===== config.mk =====
export PLATFORM = sky130hd
export DESIGN_NAME = fft_twiddle_gen_flat
export DESIGN_NICKNAME = d
export VERILOG_FILES = /design/src/rtl/fft_twiddle_pkg.sv /design/src/rtl/fft_twiddle_gen_if.sv /design/src/rtl/fft_twiddle_rom.sv /design/src/rtl/fft_twiddle_gen.sv /design/src/flat_wrapper.sv
export SDC_FILE = /design/constraint.sdc
export NUM_CORES = 1
export LEC_CHECK = 0
export CORE_ASPECT_RATIO = 0.75
export CORE_UTILIZATION = 50
export CTS_CLUSTER_DIAMETER = 30
export DETAILED_ROUTE_END_ITERATION = 8
export GPL_TIMING_DRIVEN = 0
export HOLD_SLACK_MARGIN = 0.1
export PLACE_DENSITY = 0.75
export SYNTH_ARGS = -nofsm -noshare
export SYNTH_HDL_FRONTEND = slang
export SYNTH_SLANG_ARGS = --single-unit

===== constraint.sdc =====
create_clock -name clk -period 5.6 [get_ports clk]
set_clock_uncertainty 0.05 [all_clocks]
set_input_delay 1.12 -clock clk [delete_from_list [all_inputs] [get_ports clk]]
set_output_delay 1.12 -clock clk [all_outputs]
set_load 0.02 [all_outputs]

===== src/rtl/fft_twiddle_pkg.sv =====
// Shared types and elaboration-time helpers for the FFT twiddle generator.
// Latency: n/a (package only).
// Backpressure: n/a (package only).
package fft_twiddle_pkg;

  typedef enum logic [1:0] {IDLE, RUN, DRAIN} tw_state_e;

  localparam real TWO_PI = 6.283185307179586;

  // Ceiling log2, usable in parameter/localparam expressions.
  function automatic int log2_ceil(input int n);
    int r;
    r = 0;
    while ((1 << r) < n) r++;
    return r;
  endfunction

  // Rounded quarter-wave cosine sample m of an n-point circle, scaled so
  // 1.0 maps to 2^(w-1)-1. Evaluated only at elaboration to fill the ROM.
  function automatic int cos_q(input int m, input int n, input int w);
    real amp;
    real x;
    amp = $itor((1 << (w - 1)) - 1);
    x   = $cos(TWO_PI * $itor(m) / $itor(n)) * amp;
    return (x >= 0.0) ? $rtoi(x + 0.5) : -$rtoi(0.5 - x);
  endfunction

endpackage


===== src/rtl/fft_twiddle_gen_if.sv =====
// Twiddle stream bundle: complex factor plus stage/last markers, valid/ready.
// Latency: n/a (wires only).
// Backpressure: transfer when tw_valid && tw_ready; master holds while stalled.
// master: drives tw_r, tw_i, tw_valid, tw_stage, tw_last_stage, tw_last.
// slave : drives tw_ready.
interface fft_twiddle_gen_if
  import fft_twiddle_pkg::*;
#(
  parameter int FFT_LEN    = 64,
  parameter int TWID_WIDTH = 16
);
  localparam int LOG2_LEN = log2_ceil(FFT_LEN);

  logic signed [TWID_WIDTH-1:0] tw_r;
  logic signed [TWID_WIDTH-1:0] tw_i;
  logic                         tw_valid;
  logic                         tw_ready;
  logic [LOG2_LEN-1:0]          tw_stage;
  logic                         tw_last_stage;
  logic                         tw_last;

  modport master (
    output tw_r, tw_i, tw_valid, tw_stage, tw_last_stage, tw_last,
    input  tw_ready
  );

  modport slave (
    input  tw_r, tw_i, tw_valid, tw_stage, tw_last_stage, tw_last,
    output tw_ready
  );
endinterface


===== src/rtl/fft_twiddle_rom.sv =====
// Quarter-wave cosine ROM (N/4+1 entries), two independent read ports.
// Latency: 1 cycle from address to data.
// Backpressure: en low freezes both output registers.
// Ports: clk, rst_n, en, addr_a/addr_b (read addresses), dat_a/dat_b (data).
module fft_twiddle_rom
  import fft_twiddle_pkg::*;
#(
  parameter int FFT_LEN    = 64,
  parameter int TWID_WIDTH = 16,
  parameter int AW         = $clog2(FFT_LEN) - 1
) (
  input  logic                         clk,
  input  logic                         rst_n,
  input  logic                         en,
  input  logic [AW-1:0]                addr_a,
  input  logic [AW-1:0]                addr_b,
  output logic signed [TWID_WIDTH-1:0] dat_a,
  output logic signed [TWID_WIDTH-1:0] dat_b
);
  localparam int DEPTH = FFT_LEN / 4 + 1;

  logic signed [TWID_WIDTH-1:0] tab [DEPTH];

  for (genvar m = 0; m < DEPTH; m++) begin : g_tab
    localparam logic signed [TWID_WIDTH-1:0] VAL = TWID_WIDTH'(cos_q(m, FFT_LEN, TWID_WIDTH));
    assign tab[m] = VAL;
  end

  always_ff @(posedge clk or negedge rst_n) begin
    if (!rst_n) begin
      dat_a <= '0;
      dat_b <= '0;
    end else if (en) begin
      dat_a <= tab[addr_a];
      dat_b <= tab[addr_b];
    end
  end
endmodule


===== src/rtl/fft_twiddle_gen.sv =====
// Radix-2 DIT twiddle stream for one full frame, folded from a quarter-wave ROM.
// Latency: first tw_valid 3 edges after the edge that samples start; 1/cycle after.
// Backpressure: global stall, counter and all 3 stages advance on !tw_valid || tw_ready.
// Ports: clk, rst_n, start (frame request), busy (frame in flight), tw (stream master).
module fft_twiddle_gen
  import fft_twiddle_pkg::*;
#(
  parameter int FFT_LEN    = 64,
  parameter int TWID_WIDTH = 16,
  parameter int LOG2_LEN   = $clog2(FFT_LEN)
) (
  input  logic              clk,
  input  logic              rst_n,
  input  logic              start,
  output logic              busy,
  fft_twiddle_gen_if.master tw
);
  localparam int                  AW         = LOG2_LEN - 1;
  localparam logic [AW-1:0]       QTR        = AW'(FFT_LEN / 4);
  localparam logic [LOG2_LEN-1:0] LAST_STAGE = LOG2_LEN'(LOG2_LEN - 1);
  localparam logic [LOG2_LEN-1:0] SHIFT_BASE = LOG2_LEN'(AW);

  tw_state_e           state, state_nxt;
  logic                adv, issue, start_acc;
  logic [LOG2_LEN-1:0] stage;
  logic [AW-1:0]       k, k_mask, e_nxt;
  logic                k_end, frame_end;

  assign adv       = !tw.tw_valid || tw.tw_ready;
  assign k_end     = (k == '1);
  assign frame_end = k_end && (stage == LAST_STAGE);
  assign busy      = (state != IDLE);

  always_ff @(posedge clk or negedge rst_n) begin
    if (!rst_n) state <= IDLE;
    else        state <= state_nxt;
  end

  always_comb begin
    state_nxt = state;
    issue     = 1'b0;
    start_acc = 1'b0;
    case (state)
      IDLE: if (start) begin
        start_acc = 1'b1;
        state_nxt = RUN;
      end
      RUN: if (adv) begin
        issue = 1'b1;
        if (frame_end) state_nxt = DRAIN;
      end
      DRAIN: if (tw.tw_valid && tw.tw_ready && tw.tw_last) state_nxt = IDLE;
      default: state_nxt = IDLE;
    endcase
  end

  // k walks the N/2 butterflies of a stage; its width makes it wrap naturally.
  always_ff @(posedge clk or negedge rst_n) begin
    if (!rst_n) begin
      stage <= '0;
      k     <= '0;
    end else if (start_acc) begin
      stage <= '0;
      k     <= '0;
    end else if (issue) begin
      k <= k + 1'b1;
      if (k_end) stage <= stage + 1'b1;
    end
  end

  // e = (k mod 2^stage) << (LOG2_LEN-1-stage)
  always_comb begin
    k_mask = '0;
    for (int b = 0; b < AW; b++) k_mask[b] = (b < int'(stage));
    e_nxt = (k & k_mask) << (SHIFT_BASE - stage);
  end

  // P1: exponent and markers
  logic                p1_vld, p1_ls, p1_last;
  logic [AW-1:0]       p1_e;
  logic [LOG2_LEN-1:0] p1_stage;

  always_ff @(posedge clk or negedge rst_n) begin
    if (!rst_n) begin
      p1_vld   <= 1'b0;
      p1_e     <= '0;
      p1_stage <= '0;
      p1_ls    <= 1'b0;
      p1_last  <= 1'b0;
    end else if (adv) begin
      p1_vld   <= issue;
      p1_e     <= e_nxt;
      p1_stage <= stage;
      p1_ls    <= k_end;
      p1_last  <= frame_end;
    end
  end

  // The MSB of e is the fold selector (e >= N/4); e_lo is e' = e - N/4.
  logic          p1_hi;
  logic [AW-1:0] e_lo, addr_a, addr_b;

  assign p1_hi  = p1_e[AW-1];
  assign e_lo   = {1'b0, p1_e[AW-2:0]};
  assign addr_a = p1_hi ? QTR - e_lo : p1_e;
  assign addr_b = p1_hi ? e_lo : QTR - p1_e;

  // P2: ROM read plus aligned markers
  logic signed [TWID_WIDTH-1:0] rom_a, rom_b;
  logic                         p2_vld, p2_hi, p2_ls, p2_last;
  logic [LOG2_LEN-1:0]          p2_stage;

  fft_twiddle_rom #(
    .FFT_LEN   (FFT_LEN),
    .TWID_WIDTH(TWID_WIDTH),
    .AW        (AW)
  ) u_rom (
    .clk   (clk),
    .rst_n (rst_n),
    .en    (adv),
    .addr_a(addr_a),
    .addr_b(addr_b),
    .dat_a (rom_a),
    .dat_b (rom_b)
  );

  always_ff @(posedge clk or negedge rst_n) begin
    if (!rst_n) begin
      p2_vld   <= 1'b0;
      p2_hi    <= 1'b0;
      p2_stage <= '0;
      p2_ls    <= 1'b0;
      p2_last  <= 1'b0;
    end else if (adv) begin
      p2_vld   <= p1_vld;
      p2_hi    <= p1_hi;
      p2_stage <= p1_stage;
      p2_ls    <= p1_ls;
      p2_last  <= p1_last;
    end
  end

  // P3: sign fold into the output register; the imaginary part is always -table.
  always_ff @(posedge clk or negedge rst_n) begin
    if (!rst_n) begin
      tw.tw_valid      <= 1'b0;
      tw.tw_r          <= '0;
      tw.tw_i          <= '0;
      tw.tw_stage      <= '0;
      tw.tw_last_stage <= 1'b0;
      tw.tw_last       <= 1'b0;
    end else if (adv) begin
      tw.tw_valid      <= p2_vld;
      tw.tw_r          <= p2_hi ? -rom_a : rom_a;
      tw.tw_i          <= -rom_b;
      tw.tw_stage      <= p2_vld ? p2_stage : '0;
      tw.tw_last_stage <= p2_vld && p2_ls;
      tw.tw_last       <= p2_vld && p2_last;
    end
  end
endmodule


===== src/flat_wrapper.sv =====
// flat-port wrapper written by rule: the top's interface ports become plain ports
module fft_twiddle_gen_flat import fft_twiddle_pkg::*;
#(
  parameter int FFT_LEN    = 64,
  parameter int TWID_WIDTH = 16,
  parameter int LOG2_LEN   = $clog2(FFT_LEN)
)
  (clk, rst_n, start, busy, tw_tw_r, tw_tw_i, tw_tw_valid, tw_tw_stage, tw_tw_last_stage, tw_tw_last, tw_tw_ready);
  fft_twiddle_gen_if #(.FFT_LEN(FFT_LEN), .TWID_WIDTH(TWID_WIDTH)) tw_i ();
  input  logic clk;
  input  logic rst_n;
  input  logic start;
  output logic busy;
  output wire logic [$bits(tw_i.tw_r)-1:0] tw_tw_r;
  output wire logic [$bits(tw_i.tw_i)-1:0] tw_tw_i;
  output wire logic [$bits(tw_i.tw_valid)-1:0] tw_tw_valid;
  output wire logic [$bits(tw_i.tw_stage)-1:0] tw_tw_stage;
  output wire logic [$bits(tw_i.tw_last_stage)-1:0] tw_tw_last_stage;
  output wire logic [$bits(tw_i.tw_last)-1:0] tw_tw_last;
  input wire logic [$bits(tw_i.tw_ready)-1:0] tw_tw_ready;
  assign tw_tw_r = tw_i.tw_r;
  assign tw_tw_i = tw_i.tw_i;
  assign tw_tw_valid = tw_i.tw_valid;
  assign tw_tw_stage = tw_i.tw_stage;
  assign tw_tw_last_stage = tw_i.tw_last_stage;
  assign tw_tw_last = tw_i.tw_last;
  assign tw_i.tw_ready = tw_tw_ready;
  fft_twiddle_gen #(.FFT_LEN(FFT_LEN), .TWID_WIDTH(TWID_WIDTH), .LOG2_LEN(LOG2_LEN)) u_core (.clk(clk), .rst_n(rst_n), .start(start), .busy(busy), .tw(tw_i));
endmodule

### Word level (Yosys, flattened, before mapping)

Memories as Yosys holds them, arrays and structs flattened. A register that Yosys moved wholly into a read port is not among the register bits.
Cells that the tools add are included.

| word-level totals | value |
|---|---|
| memory bits (read-only) | 1024 |
| word-level logic and storage cells | 78 |
| memories kept | 2 |
| bits in writable memories | 0 |
| bits in latches | 0 |
| flip-flop bits (word level) | 78 |
| output and inout port bits | 42 |

Memory list:

| name | words | bits a word | read ports | clocked after Yosys merged registers in | write ports | RTL line | source |
|---|---|---|---|---|---|---|---|
| (name not given) | 32 | 16 | 1 | 1 | 0 | fft_twiddle_rom.sv:35 | `dat_b <= tab[addr_b];` |
| (name not given) | 32 | 16 | 1 | 1 | 0 | fft_twiddle_rom.sv:34 | `dat_a <= tab[addr_a];` |

| cells by class | value |
|---|---|
| shift-type cells | 1 |
| multiplexer cells | 18 |
| order comparisons | 5 |
| bitwise logic cells | 3 |
| add/subtract/negate cells | 7 |
| multipliers | 0 |
| divide/modulo/power cells | 0 |
| eq/ne operators | 8 |
| reduce and logical (&&, ||, !) cells | 15 |

Operators by type and width:

| operator | number |
|---|---|
| $neg 16->16 | 2 |
| $mux 6 | 4 |
| $mux 5 | 4 |
| $mux 16 | 1 |
| $lt 1x6->1 const A | 2 |
| $lt 2x6->1 const A | 2 |
| $not 5->6 | 2 |
| $mux 2 | 4 |
| $add 6x1->6 const B | 1 |
| $eq 6x3->1 const B | 1 |
| $lt 3x6->1 const A | 1 |
| $ne 2x1->1 const B | 3 |
| $pmux 2 s3 | 1 |
| $reduce_bool 2->1 | 3 |
| $shl 5x6->5 | 1 |
| $sub 3x6->6 const A | 1 |
| $add 5x1->5 const B | 1 |
| $and 5x5->5 | 1 |
| $eq 5x5->1 const B | 1 |
| $logic_and 1x1->1 | 5 |
| $sub 5x4->5 const A | 1 |
| $sub 5x5->5 const A | 1 |
| $mux 1 | 4 |
| $reduce_and 4->1 | 1 |
| other kinds (7) | 9 |

### Depth between registers and ports, before layout

Gate-level depths: netlist of the first run.

| logic depth | value |
|---|---|
| word-level depth | 6 |
| depth in mapped cells | 10 |
| gate-level depth less buffers | 10 |

### Hierarchy

Synthesis of the first run repeated with hierarchy kept, for this count alone.

| unflattened totals | value |
|---|---|
| cell total of the unflattened synthesis | 663 |
| area total of the unflattened synthesis | 6045.8 um2 |

Modules (own cells, without submodules):

| module | cells an instance | times used | seq. area each (um2) | area an instance (um2) |
|---|---|---|---|---|
| fft_twiddle_gen | 451 | 1 | 1951.9 | 4041.4 |
| fft_twiddle_rom | 212 | 1 | 750.7 | 2004.4 |

### Worst setup path before layout of the first run

No wires, ideal clock.

| timing path | value |
|---|---|
| path type | flip-flop to flip-flop |
| from | reg u_core.p1_e[0] |
| to | reg u_core.u_rom.dat_b[7] |
| slack | 2630 ps |
| data arrival time | 2799 ps |
| path buffers | 0 |
| period minus slack after synthesis | 2970 ps |
| required time | 5429 ps |
| cell stages (with the launch flop) | 11 |
| setup time | 121 ps |
| cell sequence | dfrtp_1 -> inv_1 -> ha_1 -> inv_1 -> o21ai_1 -> inv_1 -> ha_1 -> or4_1 -> o2111ai_1 -> o21ai_0 -> a22o_1 |

| on the way | value |
|---|---|
| longest elaborated chain between the ends | 3 |

Ends and longest elaborated chain:

| element | RTL line | source |
|---|---|---|
| from (decl) | fft_twiddle_gen.sv:80 | `logic [AW-1:0] p1_e;` |
| from (signal assigned) | fft_twiddle_gen.sv:92 | `p1_e <= e_nxt;` |
| $sub 5x5->5 | fft_twiddle_gen.sv:106 | `assign addr_b = p1_hi ? e_lo : QTR - p1_e;` |
| $mux 5 * | fft_twiddle_gen.sv:106 |  |
| $not 5->6 (implied by the code) * | fft_twiddle_rom.sv:35 |  |
| to (decl) | fft_twiddle_rom.sv:18 | `output logic signed [TWID_WIDTH-1:0] dat_b` |

Every way passes the cells marked *; elsewhere a longest branch is shown, timed or not.
A chain may end at the register's enable or synchronous reset.

### Final worst setup path of the first run

Same ends and word-level chain as after synthesis.

==> results of run 1 <==
==> worst paths after layout <==
check | startpoint | to | slack (ns) | depth (start not counted)
worst min register to register | u_core.tw.tw_stage[2] | u_core.tw.tw_stage[2] | 0.42 | 2
worst min-delay path | u_core.tw.tw_stage[2] | u_core.tw.tw_stage[2] | 0.42 | 2
worst max-delay path | u_core.p1_e[0] | u_core.u_rom.dat_b[7] | 1.79 | 10
max in group asynchronous | rst_n | u_core.tw.tw_i[4] | 4.08 | 2
worst max register to register | u_core.p1_e[0] | u_core.u_rom.dat_b[7] | 1.79 | 10
min in group asynchronous | rst_n | u_core.tw.tw_stage[1] | 0.70 | 1
==> routing by layer <==
layer  up-vias  global-route usage (%)  share of wire (%)
li1       2512                       -                  -
met4         0                    7.33                1.5
met5         -                       0                  0
met3        23                    4.35                6.8
met2       171                    40.0                 45
met1      2545                    39.5                 46
==> per-stage QoR <==
step | setup WS [ns] | area [µm²] | hold WS (ns) | instances
after floorplan | 2.63 | 6060 | 0.389 | 672
after detailed placement | 1.87 | 6740 | 0.410 | 880
after global placement | -0.575 | 6720 | 0.400 | 879
after CTS | 1.87 | 7050 | 0.428 | 896
after global routing | 1.59 | 7050 | 0.446 | 896
final | 1.79 | 7050 | 0.424 | 896
==> cells in the final DEF (no fill, tap or decap), drive strengths merged, types with 8 or more instances in the layout <==
master	count
nand2	123
mux2i	10
nor2	49
xnor2	9
ha	22
clkbuf	43
nor3	22
a22o	18
clkdlybuf4s50	44
nand3	21
buf	13
xor2	27
or4	10
a32o	9
o31ai	8
dfrtp	108
inv	22
o21ai	56
a21oi	25
==> critical path, stage by stage (launching register included) <==
cell,delay (ns)
dfrtp_1,0.75
inv_1,0.34
ha_1,0.48
inv_1,0.09
o21ai_1,0.55
inv_1,0.18
ha_1,0.28
or4_1,0.51
o2111ai_1,0.11
o21ai_0,0.14
a22o_1,0.23
==> power groups by stage <==
stage | logic, mW | registers, mW | clock network (mW)
finish | 1.29 | 1.24 | 0.635
global route | 1.42 | 1.28 | 0.680
CTS | 1.29 | 1.24 | 0.645
detailed placement | 1.29 | 1.26 | 0
global placement | 1.26 | 1.24 | 0
floorplan | 0.701 | 1.35 | 0
==> cells by family (layout without fill, tap and decap cells) <==
kind of cell	Yosys count	count (layout)	synth area share, %
mux	15	15	2.77
flops	108	108	44.6
fa+ha+maj	22	22	4.54
buf+inv	64	126	4.07
simple gates	257	257	19.7
xor+xnor	36	36	5.20
compound gates	170	170	19.2
==> sequential cells by signal, indices dropped and copies added, names as in the netlist, 2 cells and up <==
name,cells
u_core.tw.tw_i,16
u_core.tw.tw_r,16
u_core.u_rom.dat_a,15
u_core.u_rom.dat_b,15
u_core.p1_stage,6
u_core.p2_stage,6
u_core.stage,6
u_core.tw.tw_stage,6
u_core.k,5
u_core.p1_e,5
u_core.state,2
==> cell type report <==
class | instances | area (µm²)
Fill cell | 1000 | 4650
Sequential cell | 108 | 2700
Timing Repair Buffer | 46 | 475
Clock buffer | 9 | 225
Multi-Input combinational cell | 500 | 3110
Inverter | 19 | 71.3
Tap cell | 162 | 203
Buffer | 45 | 175
Clock inverter | 7 | 78.8
==> impl_metrics.json, run 1 <==
{
  "ant_nets": 0,
  "end_kind": "flip-flop",
  "die_x_um": 129,
  "drc_errors": 0,
  "clk_latency_ns": 0.35,
  "critPathKind": "flip-flop to flip-flop",
  "hold_class": "flip-flop to flip-flop",
  "hpwl_um": 11500,
  "post-route-min-period_ns": 3.81,
  "synth.yosys.seq_area_share_pct": 44.6,
  "htreeDepth": 3,
  "grt_pass1_wl_um": 25700,
  "cts_setup_buffers": 0,
  "netlist_instances": 672,
  "area_growth_pct": 16.2,
  "finalSetupViolations": 0,
  "clkSlewWorstSetupHoldPaths_ns": 0.08,
  "switching_share_pct": 39.7,
  "synth_top_area_share_pct": 44.6,
  "viasPerCell": 5.86,
  "wl_per_cell_um": 17.4,
  "dr_total_vias": 5251,
  "max_freq_ghz": 0.262,
  "clockRootBuffer": "clkbuf_16",
  "syn-cell-area_um2": 6060,
  "antenna_found_initial": 0,
  "synthArstFlopShare_pct": 100,
  "cts_hold_buffers": 0,
  "netlist-cell-type-count": 59,
  "cts_tree": "done",
  "start_util_pct": 51.8,
  "yosys_warnings": 0,
  "first_iter_violations": 619,
  "cts_resized": 0,
  "syn_nets": 698,
  "power_frac_seq_pct": 39.3,
  "grt_setup_unrepaired": "no",
  "finalHoldViolations": 0,
  "cts_buffers": 9,
  "clkSinkCount": 108,
  "synthTopCellsByArea": "dfrtp_1, nand2_1, ha_1",
  "first_pass_iters": 5,
  "cts_buffer_depth": 2,
  "drt-total-wl_um": 15600,
  "track_usage_pct": 26.6,
  "synthFlopType": "dfrtp_1",
  "p_leak_nw": 3.11,
  "overflow": 0,
  "fin_tns_setup_ns": 0,
  "status": "completed",
  "syn_area_per_cell_um2": 9.02,
  "cp-start-kind": "flip-flop",
  "utilization_pct": 60.2,
  "gp_congestion": 0.897,
  "worstMarginPinSlew_ns": 0.886,
  "antenna_cells": 0,
  "nets": 755,
  "crit_fanout": 15,
  "grt_pass1_vias": 4951,
  "switching_power_mw": 1.26,
  "p_total_mw": 3.16,
  "die_y_um": 97.4,
  "p_int_mw": 1.91,
  "maxSlewViolCount": 0,
  "critPathArrivalTime_ns": 4.00,
  "vdd.ir_drop.worst_mv": 0.194,
  "grt_max_degree": 67,
  "row_count": 34,
  "power_frac_clock_pct": 20.1,
  "ys_ff_latch": 108,
  "synth_top_area_cell": "dfrtp_1",
  "drive_above_1_share_pct": 6.13,
  "io_pins": 46,
  "power.density_nw_per_um2": 449,
  "synth_commonest_cells": "nand2_1, dfrtp_1, nor2_1, o21ai_0, clkbuf_1",
  "die_area_um2": 12600,
  "synth.most_common_cell": "nand2_1",
  "synth_edf_count": 0,
  "cap_violations": 0,
  "worst_ep_required_time_ns": 5.79,
  "power_frac_comb_pct": 40.7,
  "core_area_um2": 11700,
  "io_buffers": 45,
  "period_share_pct": 68.0,
  "slew_headroom_pct": 40.5
}
(Power assumes the default switching activity.)
==> inputs of run 2 (changes only) <==
==> constraint.sdc (replaced) <==
create_clock -name clk -period 3.78 [get_ports clk]
set_clock_uncertainty 0.05 [all_clocks]
set_input_delay 0.756 -clock clk [delete_from_list [all_inputs] [get_ports clk]]
set_output_delay 0.756 -clock clk [all_outputs]
set_load 0.02 [all_outputs]
==> run 2 against run 1 <==
Compared with the run above: flip-flop and latch count unchanged; maximum frequency is 6.8% higher; via count unchanged; global-route usage is the same; sequential power grew 48%; clock power up 49%; non-clock buffer count stayed put; routed wire length up 0.58%; design area about the same; sequential share of layout area is essentially flat; worst setup slack worse by 1.6 ns; critical endpoint unchanged.
==> impl_metrics.json, run 2 (synthesis gave the netlist of run 1 again) <==
{
  "final_cell_mix": "nand2_1, dfrtp_1, nor2_1",
  "clockRootBuffer": "clkbuf_16",
  "nets": 755,
  "first_pass_iters": 5,
  "power.density_nw_per_um2": 666,
  "cts_buffer_depth": 2,
  "die_y_um": 97.4,
  "antenna_cells": 0,
  "power_frac_comb_pct": 40.7,
  "first_iter_violations": 551,
  "cts_resized": 0,
  "final_common_cell": "nand2_1",
  "top_regs": "u_core.tw.tw_i: 16 flops, u_core.tw.tw_r: 16 flops",
  "ant_nets": 0,
  "clkSinkCount": 108,
  "p_int_mw": 2.82,
  "core_area_um2": 11700,
  "switching_share_pct": 39.8,
  "row_count": 34,
  "grt_max_degree": 67,
  "wl_per_cell_um": 17.5,
  "area_growth_pct": 16.3,
  "drive_above_1_share_pct": 6.27,
  "die_area_um2": 12600,
  "io_pins": 46,
  "drc_errors": 0,
  "design_area_um2": 7050,
  "end_kind": "flip-flop",
  "finalHoldViolations": 0,
  "hold_class": "input pin to asynchronous set/reset pin",
  "cts_buffers": 9,
  "grt_pass1_vias": 4951,
  "hpwl_um": 11500,
  "track_usage_pct": 26.6,
  "grt_setup_unrepaired": "no",
  "clk_latency_ns": 0.35,
  "io_buffers": 45,
  "die_x_um": 129,
  "maxSlewViolCount": 0,
  "htreeDepth": 3,
  "critPathArrivalTime_ns": 3.76,
  "start_util_pct": 51.8,
  "p_leak_nw": 3.11,
  "crit_fanout": 15,
  "overflow": 0,
  "viasPerCell": 5.86,
  "dr_total_vias": 5251,
  "period_share_pct": 94.4,
  "critPathKind": "flip-flop to flip-flop",
  "drt-total-wl_um": 15700,
  "clkSlewWorstSetupHoldPaths_ns": 0.08,
  "cap_violations": 0,
  "grt_pass1_wl_um": 25700,
  "placed_area_um2": 6740,
  "post-route-min-period_ns": 3.57,
  "cts_hold_buffers": 0,
  "antenna_found_initial": 0,
  "slew_headroom_pct": 38.0,
  "finalSetupViolations": 0,
  "gp_congestion": 0.897,
  "power_frac_seq_pct": 39.2,
  "max_freq_ghz": 0.280,
  "vdd.ir_drop.worst_mv": 0.289,
  "power_frac_clock_pct": 20.1,
  "cp-start-kind": "flip-flop",
  "status": "completed",
  "switching_power_mw": 1.87,
  "cts_setup_buffers": 0,
  "worstMarginPinSlew_ns": 0.923,
  "worst_ep_required_time_ns": 3.97,
  "cts_tree": "done",
  "utilization_pct": 60.3
}
-- run 2: worst max-delay path, cell delays in order, from the launching register on --
cell and delay [ns]:
dfrtp_1 0.73, inv_1 0.33, ha_1 0.49, inv_1 0.11
o21ai_2 0.36, inv_1 0.15, ha_1 0.26, or4_1 0.51
o2111ai_1 0.11, o21ai_0 0.14, a22o_1 0.23
-- run 2: stage by stage --
stage	hold slack, ns	cells	power [mW]	TNS, ns	worst slack (ns)
6_report	0.338	896	4.69	0	0.211
5_1_grt	0.371	896	5.01	0	0.0174
4_1_cts	0.354	896	4.71	0	0.0460
3_5_place_dp	0.410	880	3.77	0	0.0600
3_3_place_gp	0.400	879	3.70	-218.34	-2.03
2_1_floorplan	0.389	672	3.03	0	0.810
-- run 2: power groups by stage --
stage / Clock, mW / Sequential [mW] / Combinational (mW)
after floorplan: 0 / 1.99 / 1.04
after global placement: 0 / 1.84 / 1.86
after detailed placement: 0 / 1.86 / 1.91
after CTS: 0.955 / 1.84 / 1.92
after global routing: 1.01 / 1.90 / 2.10
final: 0.943 / 1.84 / 1.91
-- run 2: cell type report --
cell class,instances,area (µm²)
multi-input combinational,500,3120
tap,162,203
inverter,19,71.3
clock buffer,9,225
sequential,108,2700
clock inverter,7,78.8
timing repair buffer,46,475
buffer,45,175
fill,1001,4650
-- run 2: final timing paths --
kind	startpoint	endpoint	slack [ns]	depth (start not counted)
worst max-delay path	u_core.p1_e[0]	u_core.u_rom.dat_b[7]	0.21	10
worst min-delay path	rst_n	u_core.tw.tw_stage[1]	0.34	1
worst max register to register	u_core.p1_e[0]	u_core.u_rom.dat_b[7]	0.21	10
worst min register to register	u_core.tw.tw_stage[2]	u_core.tw.tw_stage[2]	0.42	2
max in group asynchronous	rst_n	u_core.tw.tw_i[6]	2.62	2
min in group clk	u_core.tw.tw_stage[2]	u_core.tw.tw_stage[2]	0.42	2
-- run 2: per-layer routing --
metal / wire, µm / vias to the layer above / track usage (%) / part of all wire [%]
li1: - / 2513 / - / -
met5: 0 / - / 0 / 0
met1: 7280 / 2543 / 39.5 / 47
met4: 218 / 0 / 7.33 / 1.4
met2: 7150 / 176 / 40.0 / 46
met3: 1010 / 19 / 4.35 / 6.4
==> inputs of run 3 (changes only) <==
--- a/config.mk
+++ b/config.mk
@@ -5,6 +5,7 @@
 export SDC_FILE = /design/constraint.sdc
 export NUM_CORES = 1
 export LEC_CHECK = 0
+export CAP_MARGIN = 20
 export CORE_ASPECT_RATIO = 0.75
 export CORE_UTILIZATION = 50
 export CTS_CLUSTER_DIAMETER = 30
==> run 3 against run 2 <==
Compared with the run above: cell count unchanged; flip-flop and latch count did not move; non-clock buffer count is the same; design area did not move; clock power barely moved; power did not move; count of clock-buffer cells in the layout is the same; sequential share of layout area unchanged; combinational power about the same; critical path depth did not move; first-iteration DRC count stayed put; die area did not move; critical path type unchanged; largest cell class unchanged.
==> impl_metrics.json, run 3 (synthesis gave the netlist of run 1 again) <==
{
  "hold_class": "input pin to asynchronous set/reset pin",
  "grt_pass1_wl_um": 25700,
  "top_regs": "u_core.tw.tw_i: 16 flops, u_core.tw.tw_r: 16 flops",
  "io_buffers": 45,
  "hpwl_um": 11500,
  "vdd.ir_drop.worst_mv": 0.289,
  "worstMarginPinSlew_ns": 0.923,
  "cp_common_cell": "inv_1",
  "utilization_pct": 60.3,
  "final_common_cell": "nand2_1",
  "pre_cts_ws_ns": 0.0600,
  "worst_ep_required_time_ns": 3.97,
  "slew_headroom_pct": 38.0,
  "cp-start-kind": "flip-flop",
  "nets": 755,
  "final_cell_mix": "nand2_1, dfrtp_1, nor2_1",
  "clkSinkCount": 108,
  "power.density_nw_per_um2": 666,
  "die_x_um": 129,
  "post-route-min-period_ns": 3.57,
  "crit_family": "compound AO/OA/AOI/OAI gates",
  "period_share_pct": 94.4,
  "row_count": 34,
  "setup_ws_ns": 0.211,
  "wl_per_cell_um": 17.5,
  "clkSlewWorstSetupHoldPaths_ns": 0.08,
  "core_area_um2": 11700,
  "wl_met3_um": 1010,
  "cp_slowest_cell": "dfrtp_1",
  "htreeDepth": 3,
  "viasPerCell": 5.86,
  "drive_above_1_share_pct": 6.27,
  "gp_congestion": 0.897,
  "clk_latency_ns": 0.35,
  "placed_cells": 880,
  "max_freq_ghz": 0.280,
  "grt_pass1_vias": 4951,
  "antenna_found_initial": 0,
  "track_usage_pct": 26.6,
  "grt_max_degree": 67,
  "start_util_pct": 51.8,
  "num-fill-cells": 1001,
  "cts_buffers": 9,
  "cap_violations": 0,
  "drt-total-wl_um": 15700,
  "critPathMaxStageDelay_ns": 0.73,
  "finalSetupViolations": 0,
  "path_cells": "inv_1 > ha_1 > inv_1 > o21ai_2 > inv_1 > ha_1 > or4_1 > o2111ai_1 > o21ai_0 > a22o_1",
  "first_pass_iters": 5,
  "die_area_um2": 12600,
  "status": "completed",
  "area_growth_pct": 16.3,
  "first_iter_violations": 551,
  "dr_total_vias": 5251,
  "die_y_um": 97.4,
  "io_pins": 46,
  "crit_fanout": 15,
  "overflow": 0,
  "critPathKind": "flip-flop to flip-flop",
  "holdWs_ns": 0.338,
  "ant_nets": 0,
  "cts_tree": "done",
  "p_total_mw": 4.69,
  "top_layer": "met4",
  "maxSlewViolCount": 0,
  "clockRootBuffer": "clkbuf_16",
  "p_leak_nw": 3.11,
  "wl_met1_um": 7280,
  "drc_errors": 0,
  "cts_buffer_depth": 2,
  "critPathArrivalTime_ns": 3.76,
  "reg2reg_slack_ns": 0.21,
  "critPathBufInv": 3,
  "antenna_cells": 0,
  "final_cells": 896,
  "end_kind": "flip-flop",
  "route.met2.wl_um": 7150,
  "grt_setup_unrepaired": "no",
  "cts_setup_buffers": 0,
  "finalHoldViolations": 0
}
-- run 3: cell counts in the layout (fill, tap and decap cells not counted) --
No cell type changed its count.
-- run 3: metal layers --
metal / GRT usage [%] / up-vias
li1: - / 2513
met1: 39.5 / 2543
met2: 40.0 / 176
met3: 4.35 / 19
met4: 7.33 / 0
met5: 0 / -
-- run 3: power breakdown --
group          total, mW  internal (mW)  switching, mW  leakage, nW
sequential          1.84           1.51          0.333         1.35
combinational       1.91          0.847           1.06         1.63
clock              0.943          0.470          0.472        0.142
-- run 3: worst reg2reg max path: stages (launching register included) --
cell and delay, ns:
dfrtp_1 0.73, inv_1 0.33, ha_1 0.49, inv_1 0.11
o21ai_2 0.36, inv_1 0.15, ha_1 0.26, or4_1 0.51
o2111ai_1 0.11, o21ai_0 0.14, a22o_1 0.23
-- run 3: worst paths after layout --
check,from,cells after the start,end
max,u_core.p1_e[0],10,u_core.u_rom.dat_b[7]
min,rst_n,1,u_core.tw.tw_stage[1]
max reg2reg,u_core.p1_e[0],10,u_core.u_rom.dat_b[7]
min reg2reg,u_core.tw.tw_stage[2],2,u_core.tw.tw_stage[2]
max in group asynchronous,rst_n,2,u_core.tw.tw_i[6]
min in group clk,u_core.tw.tw_stage[2],2,u_core.tw.tw_stage[2]
-- run 3: stage by stage --
step                TNS (ns)  cell area (µm²)
global placement     -218.34             6720
detailed placement         0             6740
finish                     0             7050
floorplan                  0             6060
global route               0             7050
CTS                        0             7050
-- run 3: final cells by class --
type                       instances  area [µm²]  area share [%]
inverter                          19        71.3            1.01
tap                              162         203            2.88
timing repair buffer              46         475            6.74
clock inverter                     7        78.8            1.12
multi-input combinational        500        3120            44.2
sequential                       108        2700            38.3
buffer                            45         175            2.48
clock buffer                       9         225            3.19
-- run 3: repair_timing --
| action | in CTS | in global routing |
|---|---|---|
| resized for setup | 0 | 1 |
| hold endpoints to repair | 0 | 0 |
| endpoints found under the setup margin | 0 | 1 |
| hold buffers | 0 | 0 |
